$ cat config.mk
export PLATFORM = sky130hd
export DESIGN_NAME = masked_serial_adder
export DESIGN_NICKNAME = d
export VERILOG_FILES = /design/src/rtl/masked_pkg.sv /design/src/rtl/masked_digit_adder.sv /design/src/rtl/masked_serial_adder.sv
export SDC_FILE = /design/constraint.sdc
export NUM_CORES = 2
export LEC_CHECK = 0
export CAP_MARGIN = 10
export CORE_MARGIN = 2
export CORE_UTILIZATION = 35
export DETAILED_ROUTE_END_ITERATION = 10
export DONT_BUFFER_PORTS = 1
export PLACE_DENSITY = 0.49
export REMOVE_ABC_BUFFERS = 1
export SYNTH_ARGS = -nofsm -noshare
export SYNTH_HDL_FRONTEND = slang
export SYNTH_SLANG_ARGS = --single-unit
$ cat constraint.sdc
create_clock -name clk -period 45.7 [get_ports clk]
set_clock_uncertainty 0.15 [all_clocks]
set_input_delay 9.14 -clock clk [delete_from_list [all_inputs] [get_ports clk]]
set_output_delay 9.14 -clock clk [all_outputs]
set_load 0.05 [all_outputs]
$ cat src/rtl/masked_pkg.sv
`default_nettype none
// +----------------------------------------------------------------------+
// | masked_pkg                                                           |
// | Shared types and sizing helpers for the masked serial adder.         |
// | Revision: 1.0                                                        |
// +----------------------------------------------------------------------+
package masked_pkg;

  typedef enum logic [1:0] {
    IDLE = 2'd0,
    RUN  = 2'd1,
    DONE = 2'd2
  } state_t;

  // Fresh random bits consumed by one ISW masked AND over nshares shares.
  function automatic int rnd_per_and(input int nshares);
    return nshares * (nshares - 1) / 2;
  endfunction

  // Two AND gadgets per bit position.
  function automatic int rnd_per_cycle(input int nshares, input int digit);
    return 2 * digit * rnd_per_and(nshares);
  endfunction

  // Flat share-major layout: share k occupies [k*width +: width].
  function automatic int share_base(input int share, input int width);
    return share * width;
  endfunction

endpackage
`default_nettype wire

$ cat src/rtl/masked_digit_adder.sv
`default_nettype none
// +----------------------------------------------------------------------+
// | masked_digit_adder                                                   |
// | Combinational DIGIT-bit full-adder slice in Boolean-share domain.    |
// | Revision: 1.0                                                        |
// +----------------------------------------------------------------------+
module masked_digit_adder
  import masked_pkg::*;
#(
  parameter int NSHARES = 3,
  parameter int DIGIT   = 8
) (
  input  logic [NSHARES*DIGIT-1:0]             a_dig,
  input  logic [NSHARES*DIGIT-1:0]             b_dig,
  input  logic [NSHARES-1:0]                   c_in,
  input  logic [DIGIT*NSHARES*(NSHARES-1)-1:0] rnd,
  output logic [NSHARES*DIGIT-1:0]             s_dig,
  output logic [NSHARES-1:0]                   c_out
);

  localparam int NR = rnd_per_and(NSHARES);

  // ISW gadget: pairwise cross terms are re-masked by one fresh bit each.
  function automatic logic [NSHARES-1:0] isw_and(
    input logic [NSHARES-1:0] x,
    input logic [NSHARES-1:0] y,
    input logic [NR-1:0]      r
  );
    logic [NSHARES-1:0] z;
    int idx;
    z   = x & y;
    idx = 0;
    for (int i = 0; i < NSHARES; i++) begin
      for (int j = i + 1; j < NSHARES; j++) begin
        z[i] = z[i] ^ r[idx];
        z[j] = z[j] ^ ((r[idx] ^ (x[i] & y[j])) ^ (x[j] & y[i]));
        idx++;
      end
    end
    return z;
  endfunction

  always_comb begin
    logic [NSHARES-1:0] w_a;
    logic [NSHARES-1:0] w_b;
    logic [NSHARES-1:0] w_p;
    logic [NSHARES-1:0] w_c;
    w_a   = '0;
    w_b   = '0;
    w_p   = '0;
    w_c   = c_in;
    s_dig = '0;
    for (int i = 0; i < DIGIT; i++) begin
      for (int k = 0; k < NSHARES; k++) begin
        w_a[k] = a_dig[k*DIGIT + i];
        w_b[k] = b_dig[k*DIGIT + i];
      end
      w_p = w_a ^ w_b;
      for (int k = 0; k < NSHARES; k++) begin
        s_dig[k*DIGIT + i] = w_p[k] ^ w_c[k];
      end
      w_c = isw_and(w_a, w_b, rnd[(2*i)*NR +: NR])
          ^ isw_and(w_c, w_p, rnd[(2*i+1)*NR +: NR]);
    end
    c_out = w_c;
  end

endmodule
`default_nettype wire

$ cat src/rtl/masked_serial_adder.sv
`default_nettype none
// +----------------------------------------------------------------------+
// | masked_serial_adder                                                  |
// | Digit-serial masked add/subtract with valid/ready handshake.         |
// | Revision: 1.0                                                        |
// +----------------------------------------------------------------------+
module masked_serial_adder
  import masked_pkg::*;
#(
  parameter int WIDTH   = 64,
  parameter int NSHARES = 3,
  parameter int DIGIT   = 8
) (
  input  logic                                 clk,
  input  logic                                 rst,
  input  logic                                 in_valid,
  output logic                                 in_ready,
  input  logic                                 sub,
  input  logic [NSHARES*WIDTH-1:0]             a_sh,
  input  logic [NSHARES*WIDTH-1:0]             b_sh,
  input  logic [NSHARES-1:0]                   cin_sh,
  input  logic [DIGIT*NSHARES*(NSHARES-1)-1:0] rnd,
  output logic                                 out_valid,
  input  logic                                 out_ready,
  output logic [NSHARES*WIDTH-1:0]             sum_sh,
  output logic [NSHARES-1:0]                   cout_sh
);

  localparam int NCYC  = WIDTH / DIGIT;
  localparam int CNT_W = (NCYC > 1) ? $clog2(NCYC) : 1;
  localparam logic [CNT_W-1:0] C_LAST = CNT_W'(NCYC - 1);

  if (WIDTH % DIGIT != 0) begin : g_bad_digit
    $error("masked_serial_adder: WIDTH must be a multiple of DIGIT");
  end
  if (NSHARES < 2) begin : g_bad_shares
    $error("masked_serial_adder: NSHARES must be at least 2");
  end

  state_t                   r_state;
  logic [CNT_W-1:0]         r_cnt;
  logic [NSHARES*WIDTH-1:0] r_a;
  logic [NSHARES*WIDTH-1:0] r_b;
  logic [NSHARES*WIDTH-1:0] r_sum;
  logic [NSHARES-1:0]       r_c;
  logic                     r_out_valid;

  logic [NSHARES*DIGIT-1:0] w_a_dig;
  logic [NSHARES*DIGIT-1:0] w_b_dig;
  logic [NSHARES*DIGIT-1:0] w_s_dig;
  logic [NSHARES-1:0]       w_c_next;
  logic [NSHARES*WIDTH-1:0] w_b_load;
  logic [NSHARES-1:0]       w_c_load;
  logic                     w_accept;

  assign in_ready  = ~rst & ((r_state == IDLE) | ((r_state == DONE) & out_ready));
  assign w_accept  = in_ready & in_valid;
  assign out_valid = r_out_valid;
  assign sum_sh    = r_sum;
  assign cout_sh   = r_c;

  // Flipping only share 0 negates the unmasked b; the +1 enters as carry share 0.
  assign w_b_load = b_sh ^ {{((NSHARES-1)*WIDTH){1'b0}}, {WIDTH{sub}}};
  assign w_c_load = sub ? NSHARES'(1) : cin_sh;

  // Operands shift right each digit, so the live digit always sits at the LSBs.
  for (genvar k = 0; k < NSHARES; k++) begin : g_dig
    assign w_a_dig[k*DIGIT +: DIGIT] = r_a[share_base(k, WIDTH) +: DIGIT];
    assign w_b_dig[k*DIGIT +: DIGIT] = r_b[share_base(k, WIDTH) +: DIGIT];
  end

  masked_digit_adder #(
    .NSHARES (NSHARES),
    .DIGIT   (DIGIT)
  ) u_digit (
    .a_dig (w_a_dig),
    .b_dig (w_b_dig),
    .c_in  (r_c),
    .rnd   (rnd),
    .s_dig (w_s_dig),
    .c_out (w_c_next)
  );

  always_ff @(posedge clk or posedge rst) begin
    if (rst) begin
      r_state     <= IDLE;
      r_cnt       <= '0;
      r_a         <= '0;
      r_b         <= '0;
      r_c         <= '0;
      r_sum       <= '0;
      r_out_valid <= 1'b0;
    end else begin
      case (r_state)
        IDLE, DONE: begin
          if (w_accept) begin
            r_a         <= a_sh;
            r_b         <= w_b_load;
            r_c         <= w_c_load;
            r_cnt       <= '0;
            r_state     <= RUN;
            r_out_valid <= 1'b0;
          end else if ((r_state == DONE) && out_ready) begin
            r_state     <= IDLE;
            r_out_valid <= 1'b0;
          end
        end
        RUN: begin
          for (int k = 0; k < NSHARES; k++) begin
            r_a[k*WIDTH +: WIDTH] <= r_a[k*WIDTH +: WIDTH] >> DIGIT;
            r_b[k*WIDTH +: WIDTH] <= r_b[k*WIDTH +: WIDTH] >> DIGIT;
            r_sum[k*WIDTH + int'(r_cnt)*DIGIT +: DIGIT] <= w_s_dig[k*DIGIT +: DIGIT];
          end
          r_c <= w_c_next;
          if (r_cnt == C_LAST) begin
            r_cnt       <= '0;
            r_state     <= DONE;
            r_out_valid <= 1'b1;
          end else begin
            r_cnt <= r_cnt + 1'b1;
          end
        end
        default: begin
          r_state     <= IDLE;
          r_out_valid <= 1'b0;
        end
      endcase
    end
  end

endmodule
`default_nettype wire
# After elaboration in Yosys (flattened, before gate mapping)
# Cells that the tools add are included.
# classes
add_sub_neg,6
n_eq_ne,6
shifts,6
mux,21
bitwise,350
n_reduce_logical,6
# op_table
op,count
one-hot mux 192 bit (2 select lines),2
bitwise mux 192 bit,3
"variable shift 8 x 33 -> 192 bit, first input constant",3
indexed part select 8 x 33 -> 192 bit,3
two-way mux 192 bit,2
bitwise XOR 1 bit,216
bitwise XOR 192 x 64 -> 192 bit,1
bitwise AND 1 bit,99
bitwise AND 3 bit,16
bitwise XOR 3 bit,16
negation 6 -> 33 bit,1
negation 8 -> 33 bit,1
negation 9 -> 33 bit,1
two-way mux 3 bit,4
one-hot mux 3 bit (2 select lines),2
"adder 8 x 6 -> 9 bit, first input constant",1
"adder 7 x 6 -> 8 bit, first input constant",1
two-way mux 2 bit,3
"inequality test 2 bit, second input constant",2
one-hot mux 2 bit (2 select lines),1
AND reduction 2 bit,2
"adder 3 x 1 -> 3 bit, second input constant",1
"equality test 3 bit, second input constant",1
two-way mux 1 bit,3
other kinds (10),10
# word_totals
register_bits,585
in_bits,440
wordCells,402

# Logic depth before layout (Yosys ltp)
# logic_depth
ltp_word,50
ltp_mapped,60
ltp_nobuf,60

# By module
# A second synthesis with hierarchy kept.
# unflattened
hier_cells,3353
area_unflattened_um2,30151.4
# modules_own_cells
module,n_inst,cells_per_inst,area_per_inst_um2,seq_area_each_um2
masked_serial_adder,1,3001,27010.9,14614.0
masked_digit_adder,1,352,3140.5,0.0

# Least setup slack after synthesis
# No wires, ideal clock.
# synth_path
kind,input to output
from,in out_ready
to,out in_ready
arrival_ps,10455
required_ps,36410
setup_slack_ps,25955
stages,2
n_path_buf,0
path_cell_list,inv_1 a211oi_1
# synth_via
elab_chain_len,3
# synth_rtl
element,line_no,rtl
from (decl),masked_serial_adder.sv:24,"input logic out_ready,"
bitwise AND 1 bit,masked_serial_adder.sv:56,assign in_ready = ~rst & ((r_state == IDLE) | ((r_state == DONE) & out_ready));
bitwise OR 1 bit,masked_serial_adder.sv:56,
bitwise AND 1 bit,masked_serial_adder.sv:56,
to (decl),masked_serial_adder.sv:17,"output logic in_ready,"
# No other way between the ends.

# Worst setup path after layout
# layout_path
from,in rnd[0]
to,"reg r_sum[23], in the netlist sum_sh[23]"
# layout_via
elab_chain_len,39
elab_cells_between_ends,151
classes_between,shift (3); mux (3); bitwise (145)
# layout_rtl
element,line_no,rtl
from (decl),masked_serial_adder.sv:22,"input logic [DIGIT*NSHARES*(NSHARES-1)-1:0] rnd,"
bitwise XOR 1 bit (3 in series),masked_digit_adder.sv:36,z[j] = z[j] ^ ((r[idx] ^ (x[i] & y[j])) ^ (x[j] & y[i]));
bitwise XOR 1 bit,masked_digit_adder.sv:35,z[i] = z[i] ^ r[idx];
bitwise XOR 3 bit (*),masked_digit_adder.sv:63,"^ isw_and(w_c, w_p, rnd[(2*i+1)*NR +: NR]);"
bitwise AND 1 bit,masked_digit_adder.sv:36,
bitwise XOR 1 bit (2 in series),masked_digit_adder.sv:36,
bitwise XOR 1 bit,masked_digit_adder.sv:35,
bitwise XOR 3 bit,masked_digit_adder.sv:63,
bitwise AND 1 bit,masked_digit_adder.sv:36,
[19 not listed],n/a,
bitwise AND 1 bit,masked_digit_adder.sv:36,
bitwise XOR 1 bit (2 in series),masked_digit_adder.sv:36,
bitwise XOR 1 bit,masked_digit_adder.sv:35,
bitwise XOR 3 bit,masked_digit_adder.sv:63,
bitwise XOR 1 bit,masked_digit_adder.sv:60,s_dig[k*DIGIT + i] = w_p[k] ^ w_c[k];
indexed part select 8 x 33 -> 192 bit,masked_serial_adder.sv:112,r_sum[k*WIDTH + int'(r_cnt)*DIGIT +: DIGIT] <= w_s_dig[k*DIGIT +: DIGIT];
bitwise mux 192 bit,masked_serial_adder.sv:112,
bitwise mux 192 bit (*),masked_serial_adder.sv:112,
"to (signal, indexed assignment)",masked_serial_adder.sv:112,
to (decl),masked_serial_adder.sv:44,logic [NSHARES*WIDTH-1:0] r_sum;
# Every way passes the cells marked *; elsewhere a longest branch is shown, timed or not.
# A chain may end at the register's enable or synchronous reset.

==> run_results.csv <==
group,metric,value,unit
global_routing,grt_start_max_net_pins,189,
global_routing,grt_pass1_wl,151000,µm
die,rows,107,
setup_path,regToRegSetupSlack,33.22,ns
synth,number_of_flops_mapped_to_enable_cells_by_yosys,0,
setup_path,slowest_delay,0.69,ns
die,core-area,84700,µm²
die,ios,637,
clock_network,tritoncts,"done",
global_routing,initial_antenna_violation_count,5,
sta,worst_slew_margin_rel,20.9,%
synth,instance_count_of_the_mapped_netlist,3483,
clock_network,cts.htree.levels,3,
synth,register_bit_count_reported_by_yosys,584,
placed_design,place_congestion,0.860,
synth,synth.most_common_cell,"nand2_1",
clock_network,cts.repair.resized,0,
sta,final.min_clock_period,20.37,ns
setup_path,cpMaxStageDelayCell,"ha_1",
synth,synthesis.yosys.warnings,0,
setup_path,worst-setup-path-type,"input pin to flip-flop",
synth,netlist_area_pre_place,29800,µm²
synth,yosysTopAreaCell,"dfrtp_1",
sta,hold_ws,0.326,ns
cells_and_area,final_layout_size_suffix_gt1_share,5.51,%
clock_network,cts.path.max_buffers,3,
setup_path,cp_max_fo,11,
placed_design,detailedPlacementHpwl,72500,µm
setup_path,timing.rr.end,"sum_sh[23]",
synth,synth_common_cells,"nand2_1 (1000), dfrtp_1 (584), nor2_1 (417)",
setup_path,cp-endpoint,"sum_sh[23]",
sta,totalNegativeSetupSlack,0,ns
setup_path,startpoint_type,"input pin",
clock_network,postCtsSetupBuffers,0,
routing,routed_wl,102000,µm
sta,finalHoldViolations,0,
placed_design,port_buffers,0,
synth,synthDistinctLibCells,65,
cells_and_area,finalNetCount,3842,
synth,ys_top_cells_by_area,"dfrtp_1 (49%), nand2_1 (13%), a31oi_1 (6.1%), nor2_1 (5.3%), xnor2_1 (4.8%)",
cells_and_area,fill_cells,8685,
setup_path,r2r.worst_path.cells,50,
synth,syn_area_per_cell,8.56,µm²
clock_network,worst_skew_pair.late_latency,0.62,ns
routing,vias_per_cell,5.35,
global_routing,grt.overflow.total,0,
sta,worst-slew-pin-transition,1.19,ns
die,die_width,296,µm
cells_and_area,area_growth_syn_to_layout,10.3,%
clock_network,clk_pin_slew,0.06,ns
setup_path,critical_path.startpoint,"rnd[0]",
outcome,status,"completed",
sta,fin_crit_sh,44.6,%
die,floorplan.die_area,87500,µm²
placed_design,placed_area,30600,µm²
sta,report.final.setup_viol,0,
cells_and_area,final_design_area_no_fill,32900,µm²
sta,report.final.slew_viol_count,0,
routing,drc,0,
synth,synthDominantCellAreaShare,49.0,%
clock_network,tritoncts.num_buffers,71,
worst_hold_path,min_path_type,"flip-flop to flip-flop",
clock_network,cts_hold_repair.buffers,0,
setup_path,path_common_cell,"xnor2_1",
routing,vias,24300,
sta,grt_setup_unrepaired,"false",
setup_path,worst_r2r_startpoint,"cout_sh[1]",
routing,dr.pass1.iters,6,
routing,dr.first_iter.drc_count,1721,
synth,ys.flop_type,"dfrtp_1",
die,floorplan.die.height,296,µm
worst_hold_path,timing.hold.worst.start,"r_b[48]",
setup_path,arrival,20.77,ns
setup_path,critPathCaptureType,"flip-flop",
global_routing,track_usage,22.7,%
routing,drt-wirelength-per-cell,22.5,µm
global_routing,first_global_vias,23200,
die,initial_utilization,35.2,%
clock_network,ctsRootBufferMaster,"clkbuf_16",
job,cap_viol_max_count,0,
synth,ys_async_sr_fraction,100,%
routing,route.antenna.remaining_nets,0,
setup_path,critPathRequiredTime,46.11,ns
sta,max_clock_freq,49.1,MHz
clock_network,numClockSinks,584,
synth,yosysSeqAreaShare,49.0,%
-- flip-flops by register name (all words and copies together) (netlist names) --
| name | count |
|---|---|
| r_a | 192 |
| r_state | 2 |
| r_cnt | 3 |
| r_b | 192 |
| sum_sh | 192 |
| cout_sh | 3 |
-- layout by cell type, fill, tap and decap left out, drive strengths merged, types with 4 or more instances in the layout --
cell type	n
mux2i	8
and2	13
o21ai	160
nand3	67
mux2	11
a211oi	21
a221oi	11
nand4	11
buf	35
o221ai	6
dfrtp	584
a21o	4
nor3	13
nor2	417
a22oi	18
nand2	1002
xor2	52
a21oi	120
ha	56
inv	23
or3	5
xnor3	14
a22o	7
a31oi	291
nor2b	24
xnor2	170
o31ai	73
and3	4
clkinv	8
a32oi	19
nand2b	6
clkbuf	104
-- metrics by stage --
step           utilization [%]  setup WS [ns]  cells
3_5_place_dp              36.2          24.75   4417
5_1_grt                   38.8          24.17   4536
2_1_floorplan                -          20.07   3238
4_1_cts                   38.8          25.35   4536
3_3_place_gp              36.2          24.97   4417
6_report                  38.8          25.33   4537
-- critical path, delay by kind of cell --
family                   cells  cell delay [ns]
adder cells (fa/ha/maj)      7             1.91
AO/OA/AOI/OAI                5             1.12
XOR/XNOR                    31             7.67
AND/OR/NAND/NOR              6             0.93
-- per-layer routing --
layer,GRT usage [%],routed length (µm)
met5,0,16
met4,7.14,3190
met3,7.34,8890
met2,37.4,48900
met1,28.1,41000
-- kinds of logic after synthesis --
kind of cell             synth area share (%)
adder cells (fa/ha/maj)                  2.35
XOR/XNOR                                 7.90
AND/OR/NAND/NOR                          21.1
flip-flops                               49.0
AO/OA/AOI/OAI                            15.5
buffers and inverters                    3.38
multiplexers                            0.752
-- area by class of cell --
| cell class | count | area [µm²] | area share, % |
|---|---|---|---|
| Antenna cell | 1 | 2.50 | 0.00761 |
| Clock buffer | 104 | 2080 | 6.33 |
| Clock inverter | 15 | 139 | 0.423 |
| Inverter | 19 | 78.8 | 0.240 |
| Multi-Input combinational cell | 2635 | 14200 | 43.2 |
| Sequential cell | 584 | 14600 | 44.5 |
| Tap cell | 1144 | 1430 | 4.35 |
| Timing Repair Buffer | 35 | 313 | 0.952 |
-- worst min-delay path by stage --
| stage | to | slack [ns] | depth (start not counted) |
|---|---|---|---|
| finish | r_b[40] | 0.33 | 2 |
| global route | r_b[55] | 0.35 | 2 |
| CTS | r_b[40] | 0.33 | 2 |
| global placement | r_b[52] | 0.31 | 2 |
| detailed placement | r_b[54] | 0.32 | 2 |
| floorplan | r_b[0] | 0.30 | 2 |
Power is left out: the tool's default activity adds up to more than one toggle a clock period on the data nets, which glitch-free logic cannot reach.
